==> src/rtl/kyber_ctrl_pkg.sv <==
`default_nettype none
// =============================================================================
// Module   : kyber_ctrl_pkg
// Brief    : Shared state encoding and status-byte bit positions for the
//            Kyber operation control/status block.
// Revision : 1.0 - initial release
// =============================================================================
package kyber_ctrl_pkg;

    typedef enum logic [1:0] {
        IDLE   = 2'd0,
        LAUNCH = 2'd1,
        WAIT   = 2'd2
    } op_state_e;

    localparam int ST_BUSY    = 0;
    localparam int ST_DONE    = 1;
    localparam int ST_TMO     = 2;
    localparam int ST_OVR     = 3;
    localparam int ST_CNT_LSB = 4;

endpackage : kyber_ctrl_pkg
`default_nettype wire

==> src/rtl/op_cycle_counter.sv <==
`default_nettype none
// =============================================================================
// Module   : op_cycle_counter
// Brief    : Loadable, saturating latency counter with a compare against the
//            timeout limit.
// Revision : 1.0 - initial release
// =============================================================================
module op_cycle_counter
    import kyber_ctrl_pkg::*;
#(
    parameter int CNT_W          = 16,
    parameter int TIMEOUT_CYCLES = 4096
) (
    input  logic             clk,
    input  logic             rst,
    input  logic             load,
    input  logic             inc,
    output logic [CNT_W-1:0] count,
    output logic             at_limit
);

    localparam logic [CNT_W-1:0] c_max   = '1;
    localparam logic [CNT_W-1:0] c_limit = CNT_W'(TIMEOUT_CYCLES);
    localparam logic [CNT_W-1:0] c_one   = CNT_W'(1);

    logic [CNT_W-1:0] r_count;

    // Load starts at 1: the first WAIT cycle already counts as one cycle of latency.
    always_ff @(posedge clk or negedge rst) begin
        if (!rst) begin
            r_count <= '0;
        end else if (load) begin
            r_count <= c_one;
        end else if (inc && (r_count != c_max)) begin
            r_count <= r_count + c_one;
        end
    end

    assign count    = r_count;
    assign at_limit = (r_count == c_limit);

endmodule : op_cycle_counter
`default_nettype wire

==> src/rtl/op_status_ctrl.sv <==
`default_nettype none
// =============================================================================
// Module   : op_status_ctrl
// Brief    : Launches the Kyber core on start_pulse, measures latency, flags
//            timeout/overrun and reports status to software.
// Revision : 1.0 - initial release
// =============================================================================
module op_status_ctrl
    import kyber_ctrl_pkg::*;
#(
    parameter int TIMEOUT_CYCLES = 4096,
    parameter int CNT_W          = 16
) (
    input  logic             clk,
    input  logic             rst,
    input  logic             start_pulse,
    input  logic             status_clr,
    input  logic             core_done,
    output logic             core_start,
    output logic [7:0]       status_out,
    output logic [CNT_W-1:0] cycles_out
);

    op_state_e        r_state;
    op_state_e        w_state_nxt;
    logic             w_launch;
    logic             w_ovr_evt;
    logic             w_done_evt;
    logic             w_tmo_evt;
    logic             w_cnt_load;
    logic             w_cnt_inc;
    logic [CNT_W-1:0] w_count;
    logic             w_at_limit;

    logic             r_core_start;
    logic             r_busy;
    logic             r_done;
    logic             r_tmo;
    logic             r_ovr;
    logic [3:0]       r_op_count;
    logic [CNT_W-1:0] r_cycles;

    op_cycle_counter #(
        .CNT_W          (CNT_W),
        .TIMEOUT_CYCLES (TIMEOUT_CYCLES)
    ) u_cnt (
        .clk      (clk),
        .rst      (rst),
        .load     (w_cnt_load),
        .inc      (w_cnt_inc),
        .count    (w_count),
        .at_limit (w_at_limit)
    );

    always_ff @(posedge clk or negedge rst) begin
        if (!rst) begin
            r_state <= IDLE;
        end else begin
            r_state <= w_state_nxt;
        end
    end

    // Completion is tested before the limit so a core_done in the timeout cycle wins.
    always_comb begin
        w_state_nxt = r_state;
        w_launch    = 1'b0;
        w_ovr_evt   = 1'b0;
        w_done_evt  = 1'b0;
        w_tmo_evt   = 1'b0;
        w_cnt_load  = 1'b0;
        w_cnt_inc   = 1'b0;
        case (r_state)
            IDLE: begin
                if (start_pulse) begin
                    w_launch    = 1'b1;
                    w_state_nxt = LAUNCH;
                end
            end
            LAUNCH: begin
                w_ovr_evt   = start_pulse;
                w_cnt_load  = 1'b1;
                w_state_nxt = WAIT;
            end
            WAIT: begin
                w_ovr_evt = start_pulse;
                if (core_done) begin
                    w_done_evt  = 1'b1;
                    w_state_nxt = IDLE;
                end else if (w_at_limit) begin
                    w_tmo_evt   = 1'b1;
                    w_state_nxt = IDLE;
                end else begin
                    w_cnt_inc = 1'b1;
                end
            end
            default: w_state_nxt = IDLE;
        endcase
    end

    // Sticky bits: clear first, then any set event at the same edge overrides.
    always_ff @(posedge clk or negedge rst) begin
        if (!rst) begin
            r_core_start <= 1'b0;
            r_busy       <= 1'b0;
            r_done       <= 1'b0;
            r_tmo        <= 1'b0;
            r_ovr        <= 1'b0;
            r_op_count   <= '0;
            r_cycles     <= '0;
        end else begin
            r_core_start <= w_launch;
            if (status_clr) begin
                r_done <= 1'b0;
                r_tmo  <= 1'b0;
                r_ovr  <= 1'b0;
            end
            if (w_launch) begin
                r_busy <= 1'b1;
                r_done <= 1'b0;
                r_tmo  <= 1'b0;
            end
            if (w_ovr_evt) begin
                r_ovr <= 1'b1;
            end
            if (w_done_evt) begin
                r_busy     <= 1'b0;
                r_done     <= 1'b1;
                r_op_count <= r_op_count + 4'd1;
                r_cycles   <= w_count;
            end
            if (w_tmo_evt) begin
                r_busy   <= 1'b0;
                r_tmo    <= 1'b1;
                r_cycles <= w_count;
            end
        end
    end

    always_comb begin
        status_out                      = '0;
        status_out[ST_BUSY]             = r_busy;
        status_out[ST_DONE]             = r_done;
        status_out[ST_TMO]              = r_tmo;
        status_out[ST_OVR]              = r_ovr;
        status_out[ST_CNT_LSB +: 4]     = r_op_count;
    end

    assign core_start = r_core_start;
    assign cycles_out = r_cycles;

endmodule : op_status_ctrl
`default_nettype wire
==> config.mk <==
export PLATFORM = sky130hd
export DESIGN_NAME = op_status_ctrl
export DESIGN_NICKNAME = d
export VERILOG_FILES = /design/src/rtl/kyber_ctrl_pkg.sv /design/src/rtl/op_cycle_counter.sv /design/src/rtl/op_status_ctrl.sv
export SDC_FILE = /design/constraint.sdc
export NUM_CORES = 1
export LEC_CHECK = 0
export BUFFER_PORTS_ARGS = -buffer_cell sky130_fd_sc_hd__buf_2
export CAP_MARGIN = 20
export CORE_ASPECT_RATIO = 1.4
export CORE_MARGIN = 2
export CORE_UTILIZATION = 53
export DETAILED_ROUTE_END_ITERATION = 16
export GPL_ROUTABILITY_DRIVEN = 1
export PLACE_DENSITY = 0.82
export SETUP_SLACK_MARGIN = 0.2
export SLEW_MARGIN = 20
export SYNTH_ARGS = -nofsm -noshare
export SYNTH_HDL_FRONTEND = slang
export SYNTH_HIERARCHICAL = 1
export SYNTH_SLANG_ARGS = --single-unit
==> constraint.sdc <==
create_clock -name clk -period 2.35 [get_ports clk]
set_input_delay 0.3525 -clock clk [delete_from_list [all_inputs] [get_ports clk]]
set_output_delay 0.3525 -clock clk [all_outputs]
set_load 0.02 [all_outputs]
# After elaboration in Yosys (flattened, before gate mapping)
# Cells that the tools add are included.
# totals
wordCells	55
input_bits	5
output_inout_bits	25
ff_bits	43
# classes
addsub	2
n_reduce_logical	10
n_eq_ne	6
mux	28
# ops
operator	n
$mux W16	4
$mux W1	20
$add A16 B1 Y16 const B	1
$eq A16 B13 Y1 const B	1
$ne A16 B16 Y1 const B	1
$reduce_bool A3 Y1	3
$mux W2	3
$pmux W2 S3	1
$reduce_bool A2 Y1	3
$add A4 B1 Y4 const B	1
$ne A3 B2 Y1 const B	1
$eq A2 B1 Y1 const B	1
$eq A2 B2 Y1 const B	1
$logic_not A2 Y1	1
$ne A2 B2 Y1 const B	1
$reduce_and A2 Y1	1
$reduce_or A2 Y1	1
$logic_and A1 B1 Y1	1

# Longest topological paths before layout
# depth
word_depth	7
mapped_depth	10
ltp_nobuf	9

# Cells and area by module
# The synthesis kept the hierarchy.
# by_module_without_submodules
mod	seq_area_each_um2	area_each_um2	cells_each	n_inst
op_status_ctrl	675.6	1138.6	79	1
op_cycle_counter	400.4	994.7	109	1

# Worst setup path after synthesis
# Ideal clock, no wire load.
# synth_path
path_type	register -> register
start	register u_cnt.r_count[0] (netlist: u_cnt/count[0])
end	register u_cnt.r_count[11] (netlist: u_cnt/count[11])
stages_incl_launch_ff	9
synth_period_minus_slack_ns	2.142
slack_ns	0.208
required_ns	2.272
arrival_time_ns	2.064
path_cell_list	dfrtp_1 -> inv_1 -> ha_1 -> nand4b_1 -> nor2_1 -> nor3b_2 -> nand3_1 -> or4_1 -> a21oi_1
# synth_via
elab_chain_cells	6
# synth_lines
element	line_no	text
from (decl)	op_cycle_counter.sv:26	logic [CNT_W-1:0] r_count;
from (signal assigned)	op_cycle_counter.sv:33	r_count <= c_one;
from (signal assigned)	op_cycle_counter.sv:35	r_count <= r_count + c_one;
$eq A16 B13 Y1	op_cycle_counter.sv:40	assign at_limit = (r_count == c_limit);
via w_at_limit	op_status_ctrl.sv:33	logic w_at_limit;
$mux W1	op_status_ctrl.sv:89	end else if (w_at_limit) begin
$mux W1	op_status_ctrl.sv:86	if (core_done) begin
$mux W1	op_status_ctrl.sv:72	case (r_state)
via w_cnt_inc	op_status_ctrl.sv:31	logic w_cnt_inc;
$logic_and A1 B1 Y1	op_cycle_counter.sv:34	end else if (inc && (r_count != c_max)) begin
$reduce_bool A2 Y1 (no source line)	-	
# The timed path passes the listed nets, and every way through them passes these cells. The select of a mux whose other input is x is not followed.
# A chain may end at the register's enable or synchronous reset.

# Worst setup path in the final report
# layout_path
start	register r_state[0]
end	register u_cnt.r_count[10] (netlist: u_cnt/count[10])
# layout_via
elab_chain_cells	4
# layout_lines
element	line_no	text
from (decl)	op_status_ctrl.sv:24	op_state_e r_state;
from (signal assigned)	op_status_ctrl.sv:59	r_state <= w_state_nxt;
$eq A2 B2 Y1	op_status_ctrl.sv:72	
$mux W1	op_status_ctrl.sv:72	
via w_cnt_inc	op_status_ctrl.sv:31	
$logic_and A1 B1 Y1	op_cycle_counter.sv:34	
$reduce_bool A2 Y1 (no source line)	-	
# The timed path passes the listed nets, and every way through them passes these cells.

==> results_dict.tcl <==
set metrics [dict create \
    n_antenna_cell 0 \
    synth_top_flop_cell "dfrtp_1" \
    finalCritPeriodShare_pct 90.6 \
    cp_max_fo 6 \
    totalWireLength_um 4430 \
    crit_path_start "r_state[0]$_DFFE_PN0P_" \
    grt_max_degree 28 \
    cts_max_level 2 \
    worst_pin_slew_ns 0.597 \
    wl_per_cell_um 16.5 \
    cts_tree "done" \
    post_synth_instance_area_um2 2130 \
    io_pins 30 \
    gp_congestion 0.992 \
    relSlewSlack_pct 60.1 \
    fin_crit_ns 2.13 \
    hold_path.class "in2reg" \
    status "complete, no violations" \
    setup_ws_ns 0.221 \
    overflow 0 \
    final_area_um2 2480 \
    clk_latency_ns 0.30 \
    nNetsFinal 237 \
    drv_cap 0 \
    critical_path_buf_inv_count 2 \
    synth_edf_count 0 \
    vdd_ir_drop_max_uv 687 \
    p_leak_nw 1.23 \
    r2r-start "r_state[0]$_DFFE_PN0P_" \
    rsz0062_at_grt "false" \
    met3_length_um 179 \
    setup_violations 0 \
    path_clk_slew_ns 0.07 \
    p_total_w 0.00222 \
    fp.dieH_um 79.1 \
    num_rows 27 \
    fill_cells 313 \
    area_growth_pct 16.2 \
    p_per_area_nw_per_um2 894 \
    yosys.cell_types.count 46 \
    highest_layer "met4" \
    hold_start "status_clr" \
    io_buffers 29 \
    num_vias 1635 \
    worstHoldEndpoint "r_ovr$_DFFE_PN0P_" \
    rr_worst_depth 7 \
    end_kind "flip-flop" \
    wl_met2_um 2320 \
    mostFrequentLayoutCell "dfrtp_1" \
    start_kind "flip-flop" \
    dp_hpwl_um 3030 \
    slowest_stage "dfrtp_1" \
    r2r-end "u_cnt/count[10]$_DFFE_PN0P_" \
    path_cells "inv_1 -> ha_2 -> nor3b_4 -> buf_4 -> nand2_1 -> nor3_1 -> mux2_2" \
    crit_arrival_ns 2.31 \
    whs_path_depth 2 \
    synth_area_per_cell_um2 11.3 \
    placed_cell_area_um2 2330 \
    synth_seq_cells 43 \
    maxSlewViolCount 0 \
    drive_above_1_share_pct 34.7 \
    finalHoldViolCount 0 \
    ys_warn_count 6 \
    first_pass_iters 4 \
    fin_skew_ns 0.00822 \
    r2r_setup_slack_ns 0.22 \
    cts_buffers 5 \
    synth_fp_nets 200 \
    crit_required_ns 2.53 \
    crit_type "reg2reg" \
    cts_root_buffer "clkbuf_8" \
    wl_met1_um 1820 \
    fin_setup_tns_ns 0 \
    die_w_um 57.6 \
    core_area_um2 3880 \
    drc_errors 0 \
    synthArstFlopShare_pct 100 \
    grt_pass1_wl_um 7290 \
    ctsLongestPathBuffers 2 \
    antenna_found_initial 0 \
    drt-initial-drc-count 84 \
    ant_nets 0 \
    hold_ws_ns 0.285 \
    grt_pass1_vias 1628 \
    viasPerCell 6.10 \
    dieArea_um2 4560 \
    dp_slack_ns 0.195 \
    crit_family "simple AND/OR/NAND/NOR gates" \
    max_freq_ghz 0.470 \
    yosysSeqAreaShare_pct 50.4 \
    syn_inst 188 \
    layout_common_cells "42 x dfrtp_1, 29 x buf_2, 18 x mux2_2" \
    start_util_pct 54.9 \
    grt_use_total_pct 20.9 \
    slowest_delay_ns 0.39 \
    clock_sinks 43 \
]
## stage by stage
step	util, %	instances
after floorplan	-	188
after global placement	59.9	258
after detailed placement	59.9	258
after CTS	62.9	266
after global routing	63.8	268
final	63.8	268
## Yosys cell counts, types with 4 or more instances
master    number  area [µm²]
dfrtp_1       43        1080
mux2_2        18         203
nand2_1       11        41.3
inv_1          9        33.8
nand3_1        9        45.0
a21oi_1        8        40.0
ha_1           7        87.6
nor2_1         5        18.8
nor3_1         5        25.0
o31ai_1        5        37.5
and3_1         4        25.0
buf_4          4        30.0
clkbuf_1       4        15.0
o21ai_0        4        20.0
## layout make-up
class	count	area [µm²]	area share, %
clock buffer	6	72.6	2.93
clock inverter	1	30.0	1.21
inverter	9	33.8	1.36
multi-input combinational	125	975	39.3
sequential	43	1080	43.4
tap	43	53.8	2.17
timing repair buffer	41	238	9.59
## cells by family after synthesis
family	share of synthesized area (%)
simple gates	15.1
flops	50.4
compound gates	12.7
mux	11.5
buf+inv	4.98
fa+ha+maj	4.11
xor+xnor	1.23
## how the worst max path moves through the flow
stage / to / cells past startpoint
final: u_cnt/count[10]$_DFFE_PN0P_ / 7
after floorplan: u_cnt/count[11]$_DFFE_PN0P_ / 8
after global routing: u_cnt/count[15]$_DFFE_PN0P_ / 7
after CTS: u_cnt/count[15]$_DFFE_PN0P_ / 7
after detailed placement: u_cnt/count[9]$_DFFE_PN0P_ / 6
after global placement: u_cnt/count[9]$_DFFE_PN0P_ / 6
## registers in the layout, summed over array words and instances (netlist names)
signal / cells
r_ovr: 1
u_cnt/count: 16
r_done: 1
r_busy: 1
cycles_out: 16
r_state: 2
core_start: 1
r_op_count: 4
r_tmo: 1
## routing by layer
metal  global-route usage (%)  vias up
met3                     4.56       11
met1                     24.8      814
li1                         -      763
met5                        0        -
met4                     13.3        0
met2                     33.6       47
## report_power, final
group | internal, W | leakage [nW] | switching, W
combinational | 0.000298 | 0.607 | 0.000436
clock | 0.000311 | 0.0513 | 0.000241
sequential | 0.000855 | 0.574 | 0.0000772
total | 0.00146 | 1.23 | 0.000753
## what timing repair did
item / 4_1_cts / 5_1_grt
hold buffers: 1 / 0
gates resized for setup: 1 / 6
endpoints found under the hold margin: 16 / 0
pin swaps: 0 / 1
buffers inserted: 0 / 2
endpoints found under the setup margin: 2 / 11
No activity file was read; power rests on OpenSTA's default activity.
